**src/rtl/shift_add_mult_ctrl.sv**
```systemverilog
// Control FSM for a shift-add multiplier. It loads the operand shift registers,
// then runs up to n add/shift steps, optionally stopping early once the
// multiplier register is empty, and finishes with a one-cycle done pulse.
module shift_add_mult_ctrl #(
  parameter  int n     = 8,
  localparam int CNT_W = $clog2(n + 1)
) (
  input  logic             clk,
  input  logic             rst,
  input  logic             start,
  input  logic             early_exit_en,
  input  logic             mplier_lsb,
  input  logic             mplier_zero,
  output logic             load,
  output logic             acc_clear,
  output logic             acc_add_en,
  output logic             mcand_shift_en,
  output logic             mplier_shift_en,
  output logic             busy,
  output logic             done,
  output logic [CNT_W-1:0] step_count
);

  typedef enum logic [1:0] {
    IDLE = 2'd0,
    LOAD = 2'd1,
    RUN  = 2'd2,
    DONE = 2'd3
  } state_t;

  localparam logic [CNT_W-1:0] LAST_STEP = CNT_W'(n - 1);

  state_t           r_state;
  state_t           w_next_state;
  logic [CNT_W-1:0] r_step_count;
  logic [CNT_W-1:0] w_next_count;
  logic             w_exit_now;

  // An empty multiplier only ends the run when early exit is enabled.
  assign w_exit_now = early_exit_en & mplier_zero;

  // State and step counter registers; reset wins over everything.
  always_ff @(posedge clk) begin
    if (rst) begin
      r_state      <= IDLE;
      r_step_count <= '0;
    end else begin
      r_state      <= w_next_state;
      r_step_count <= w_next_count;
    end
  end

  // Next-state and counter update, plus the control decode for each state.
  always_comb begin
    w_next_state    = r_state;
    w_next_count    = r_step_count;
    load            = 1'b0;
    acc_clear       = 1'b0;
    acc_add_en      = 1'b0;
    mcand_shift_en  = 1'b0;
    mplier_shift_en = 1'b0;
    busy            = 1'b0;
    done            = 1'b0;
    unique case (r_state)
      IDLE: begin
        if (start) w_next_state = LOAD;
      end
      LOAD: begin
        load         = 1'b1;
        acc_clear    = 1'b1;
        busy         = 1'b1;
        w_next_count = '0;
        w_next_state = RUN;
      end
      RUN: begin
        busy = 1'b1;
        if (w_exit_now) begin
          w_next_state = DONE;
        end else begin
          // Add uses the pre-shift multiplicand; both registers shift on the same edge.
          acc_add_en      = mplier_lsb;
          mcand_shift_en  = 1'b1;
          mplier_shift_en = 1'b1;
          w_next_count    = r_step_count + 1'b1;
          if (r_step_count == LAST_STEP) w_next_state = DONE;
        end
      end
      DONE: begin
        done         = 1'b1;
        w_next_state = start ? LOAD : IDLE;
      end
      default: w_next_state = IDLE;
    endcase
  end

  assign step_count = r_step_count;

endmodule
```
**config.mk**
```make
export PLATFORM = sky130hd
export DESIGN_NAME = shift_add_mult_ctrl
export DESIGN_NICKNAME = d
export VERILOG_FILES = /design/src/rtl/shift_add_mult_ctrl.sv
export SDC_FILE = /design/constraint.sdc
export NUM_CORES = 1
export LEC_CHECK = 0
export CAP_MARGIN = 10
export CORE_AREA = 2 2 39 41
export CTS_CLUSTER_DIAMETER = 200
export CTS_CLUSTER_SIZE = 10
export DETAILED_ROUTE_END_ITERATION = 8
export DIE_AREA = 0 0 41 43
export HOLD_SLACK_MARGIN = 0.12
export PLACE_DENSITY = 0.63
export SLEW_MARGIN = 20
export SYNTH_ARGS = -nofsm -noshare
export SYNTH_HDL_FRONTEND = slang
export SYNTH_SLANG_ARGS = --single-unit
```
**constraint.sdc**
```tcl
create_clock -name clk -period 2.4 [get_ports clk]
set_input_delay 0.24 -clock clk [delete_from_list [all_inputs] [get_ports clk]]
set_output_delay 0.24 -clock clk [all_outputs]
set_load 0.005 [all_outputs]
```
==> metrics.cfg, run 1 <==
[synth]
yosysSeqAreaShare_pct=28.1
ys.warnings.count=0
syn_area_per_cell_sq_um=9.10
ys_ff_latch=6
syn_area_sq_um=428
syn_inst=47
yosysUniqueCellTypes=19
syn_nets=59

[setup_path]
worst_ep_arrival_time_ps=1840
required_ps=2160
critPathKind=reg2out
end_kind=primary output
cp_max_fo=10
startpoint_type=flop

[timing]
min_period_over_period_pct=86.6
drv_slew=0
slew_headroom_pct=83.0
worst_slew_pin_slew_ps=254
fin_crit_ps=2080
rsz0062_at_grt=false
fin_hold_ws_ps=513
finalSetupViolations=0
fmax_ghz=0.481
finalHoldViolCount=0
fin_skew_ps=1.42
tns_ps=0

[power_and_ir_drop]
power.density_nw_per_um2=890
power.leakage_nw=0.264
ir_drop_v=0.000391

[die]
die_area_sq_um=1760
top_level_ports=17
start_util_pct=30.9
rows=14
die_x_um=41
core_area_sq_um=1380
die_h_um=43

[layout]
final_common_cell=clkdlybuf4s50_1
layout_common_cells=clkdlybuf4s50_1 (16), nand2_1 (6), ha_1 (6), dfxtp_1 (6)
nFillCells=155
diodes=0
syn2layout_area_growth_pct=43.9
drive_above_1_share_pct=10.9
layout.nets=78

[clock_tree]
clockBufferDepth=2
clkTransAtPathRegs_ps=40
cts_tree=built
holdBufCountCts=0
h-tree-depth=1
numCtsBuffers=3
cts.sinks=6
postCtsResizedCells=0
clockRootBuffer=clkbuf_4
post_cts_buffers=0
clock_latency_ps=240

[routing]
num_vias=369
drc=0
routedWlPerCell_um=10.8
drt-total-wl_um=861
viasPerCell=4.61
drt-pass1-iter-count=2
drtIter0Drc=8
ant_nets=0

[placement]
dp_hpwl_um=671
gp_congestion=0.704
io_buffers=16

[job]
maxCapViolations=0

[worst_hold_path]
hp-class=reg2reg

[global_routing]
grt_first_pass_wirelength_um=1470
antenna_found_initial=0
top_usage_layer=met2
grtUsageMet1_pct=14.7
met2_usage_pct=18.4
use_met3_pct=4.71
gr-usage-all-layers_pct=12.6
grt_remaining_overflow=0
grt_pass1_vias=354
grt_max_degree=11

[run_status]
status=complete, no violations

final timing paths:
path / startpoint / end / slack (ps) / cells past startpoint
max reg2reg: r_state[0] / r_state[0] / 880 / 6
min: r_state[1] / r_state[1] / 510 / 2
max: r_state[0] / acc_add_en / 320 / 6
min reg2reg: r_state[1] / r_state[1] / 510 / 2
sequential cells by signal (all words and copies together), names as in the netlist:
register / flops
step_count: 4
r_state: 2
critical path, stage by stage (launching register included):
cell and delay [ps]:
dfxtp_1 350, inv_1 120, ha_1 180, a21bo_4 250, inv_6 90, and2_1 120, clkdlybuf4s50_1 490
per-stage QoR:
step	power [mW]	cells	worst slack, ps	cell area (sq um)	util (%)
5_1_grt	0.604	80	187	616	44.5
2_1_floorplan	0.338	47	1010	428	-
3_5_place_dp	0.464	77	564	593	42.9
6_report	0.548	80	323	616	44.5
4_1_cts	0.563	80	295	616	44.5
3_3_place_gp	0.464	77	575	593	42.9
cell type report:
class	instances	area, sq um	share of cell area [%]
multi-input combinational	34	269	43.7
timing repair buffer	16	160	26.0
sequential	6	120	19.5
inverter	5	23.8	3.86
clock buffer	3	22.5	3.66
tap	16	20.0	3.25
cells by family (layout without fill, tap and decap cells):
logic type      Yosys count  count (layout)  share of synthesized area (%)
compound gates            9               9                           19.9
fa+ha+maj                 6               6                           17.5
buf+inv                   7              24                           9.06
flops                     6               6                           28.1
mux                       2               2                           4.68
simple gates             17              17                           20.8
routing by layer:
| metal | routed length (um) | vias to the layer above |
|---|---|---|
| met5 | 0 | - |
| met4 | 13 | 0 |
| met3 | 60 | 2 |
| met2 | 396 | 11 |
| met1 | 391 | 161 |
| li1 | - | 195 |
synthesized netlist by cell type:
master	instances	area (sq um)
ha_1	6	75.1
a21oi_1	4	20.0
buf_4	2	15.0
a21bo_4	1	16.3
dfxtp_1	6	120
o211a_1	1	10.0
o31ai_1	1	7.51
inv_6	1	8.76
mux2i_1	2	20.0
and3_1	2	12.5
inv_1	4	15.0
and2_1	1	6.26
nand2b_1	2	12.5
a41oi_2	1	16.3
nand3b_1	1	7.51
nand2_1	6	22.5
nand3_1	3	15.0
a311oi_2	1	15.0
nor2b_1	2	12.5
report_power, final:
part	total (mW)	switching (mW)	internal, mW
Sequential	0.151	0.0296	0.122
Combinational	0.306	0.130	0.175
Clock	0.0905	0.0341	0.0564
No activity file was read; power rests on OpenSTA's default activity.
==> run 2: changes to the inputs <==
- clock period: 2.4 -> 2.1 ns (I/O delays scaled with it)
==> run 2 against run 1 <==
  * Final area up 0.20%
  * Critical endpoint unchanged
  * Routed wire length decreased by 2.2%
  * Core utilization grew 0.090 points
  * Combinational power increased by 15%
  * Die area did not move
  * Worst hold slack better by 4.4 ps
  * Flip-flop and latch count is the same
  * Clock power increased by 17%
  * Non-clock buffer count unchanged
  * Power increased by 16%
==> metrics.cfg, run 2 (synthesized netlist as in run 1, its figures left out) <==
[run_status]
status=complete, no violations

[routing]
routedWlPerCell_um=10.5  ; -2.2%
drt-pass1-iter-count=2  ; unchanged
num_vias=369  ; unchanged
drc=0  ; unchanged
drtIter0Drc=4  ; -4
ant_nets=0  ; unchanged
drt-total-wl_um=842  ; -2.2%
viasPerCell=4.61  ; unchanged

[clock_tree]
numCtsBuffers=3  ; unchanged
clockBufferDepth=2  ; unchanged
clockRootBuffer=clkbuf_4
post_cts_buffers=0  ; unchanged
clock_latency_ps=240  ; about the same
cts_tree=built
clkTransAtPathRegs_ps=50  ; about the same
cts.sinks=6  ; unchanged
h-tree-depth=1  ; unchanged

[power_and_ir_drop]
p_total_mw=0.634  ; +16%
ir_drop_v=0.000506  ; +29%
power.density_nw_per_um2=1030  ; +15%
power.leakage_nw=0.264  ; about the same

[global_routing]
antenna_found_initial=0  ; unchanged
grt_first_pass_wirelength_um=1300  ; -11%
gr-usage-all-layers_pct=11.3  ; -1.3 points
grt_pass1_vias=322  ; -9.0%
grt_max_degree=11  ; unchanged
grt_remaining_overflow=0  ; unchanged

[setup_path]
end_kind=primary output
cpLargestDelayFamily=buffers and inverters
cpPeakStageDelay_ps=490  ; about the same
critPathSlowestCell=clkdlybuf4s50_1
critPathKind=reg2out
required_ps=1890  ; -270 ps
startpoint_type=flop
worst_ep_arrival_time_ps=1760  ; -80 ps
cp_max_fo=10  ; unchanged
crit_chain=ha_1 -> a21bo_4 -> inv_6 -> and2_1 -> clkdlybuf4s50_1
critical_path_buf_inv_count=2  ; -1

[timing]
worst_slew_pin_slew_ps=267  ; +12.8 ps
tns_ps=0  ; unchanged
finalSetupViolations=0  ; unchanged
drv_slew=0  ; unchanged
finalHoldViolCount=0  ; unchanged
fmax_ghz=0.507
fin_crit_ps=1970
rsz0062_at_grt=false
min_period_over_period_pct=93.9
slew_headroom_pct=82.2  ; -0.85 points
fin_skew_ps=1.97  ; +0.548 ps

[layout]
layout_common_cells=clkdlybuf4s50_1 (16), nand2_1 (6), ha_1 (6)
drive_above_1_share_pct=14.1  ; +3.1 points
layout.nets=78  ; unchanged
final_common_cell=clkdlybuf4s50_1
diodes=0  ; unchanged
largest_register_ffs=4  ; unchanged
syn2layout_area_growth_pct=44.2

[die]
rows=14  ; unchanged
die_x_um=41  ; unchanged
core_area_sq_um=1380  ; unchanged
die_area_sq_um=1760  ; unchanged
die_h_um=43  ; unchanged
top_level_ports=17  ; unchanged
start_util_pct=30.9  ; unchanged

[placement]
io_buffers=16  ; unchanged
gp_congestion=0.677  ; -3.9%

[job]
maxCapViolations=0  ; unchanged

[worst_hold_path]
hp-class=reg2reg

==> run 2: cell types whose count changed in the layout (fill, tap and decap cells not counted) <==
cell,previous run,this run
dfxtp_1,6,5
dfxtp_2,0,1
inv_1,4,3
inv_2,0,1
==> run 2: tightest hold or removal path: cells and delay by family, from the launching register on <==
family / cells / cell delay [ps]
flip-flops: 1 / 350
multiplexers: 1 / 60
AND/OR/NAND/NOR: 1 / 70
==> run 2: what timing repair did <==
item,in CTS,in global routing
resized for setup,0,2
hold buffers,0,0
endpoints found under the setup margin,0,1
==> run 2: power breakdown <==
part | internal, mW | leakage (nW) | switching [mW]
Clock | 0.0646 | 0.0138 | 0.0410
Sequential | 0.141 | 0.0491 | 0.0350
Combinational | 0.201 | 0.201 | 0.151
==> run 2: per-layer routing <==
metal / global-route usage [%] / share of wire [%] / vias to the layer above
met3: 3.14 / 8.4 / 2
met4: 10.0 / 1.2 / 0
met5: 0 / 0 / -
met2: 15.6 / 43 / 13
met1: 13.5 / 48 / 158
li1: - / - / 196
==> run 2: metrics by stage <==
stage / worst slack (ps) / hold WS [ps] / cells / util [%] / instance area (sq um)
after floorplan: 714 / 278 / 47 / - / 428
after global placement: 320 / 509 / 77 / 42.9 / 593
after detailed placement: 317 / 512 / 77 / 42.9 / 593
after CTS: 41.0 / 523 / 80 / 44.5 / 616
after global routing: 25.6 / 533 / 80 / 44.6 / 617
final: 129 / 517 / 80 / 44.6 / 617
==> run 2: final timing paths <==
path | start | cells past startpoint | end | slack, ps
setup / recovery | r_state[1] | 5 | acc_add_en | 130
hold / removal | r_state[0] | 2 | r_state[0] | 520
setup reg to reg | r_state[0] | 6 | r_state[0] | 660
hold reg to reg | r_state[0] | 2 | r_state[0] | 520
==> run 2: layout make-up <==
type                    instances  area [sq um]
multi-input cells              34           269
inverters                       5          23.8
fillers                       146           767
well taps                      16          20.0
repair buffers                 16           160
clock buffers                   3          22.5
flip-flops and latches          6           121
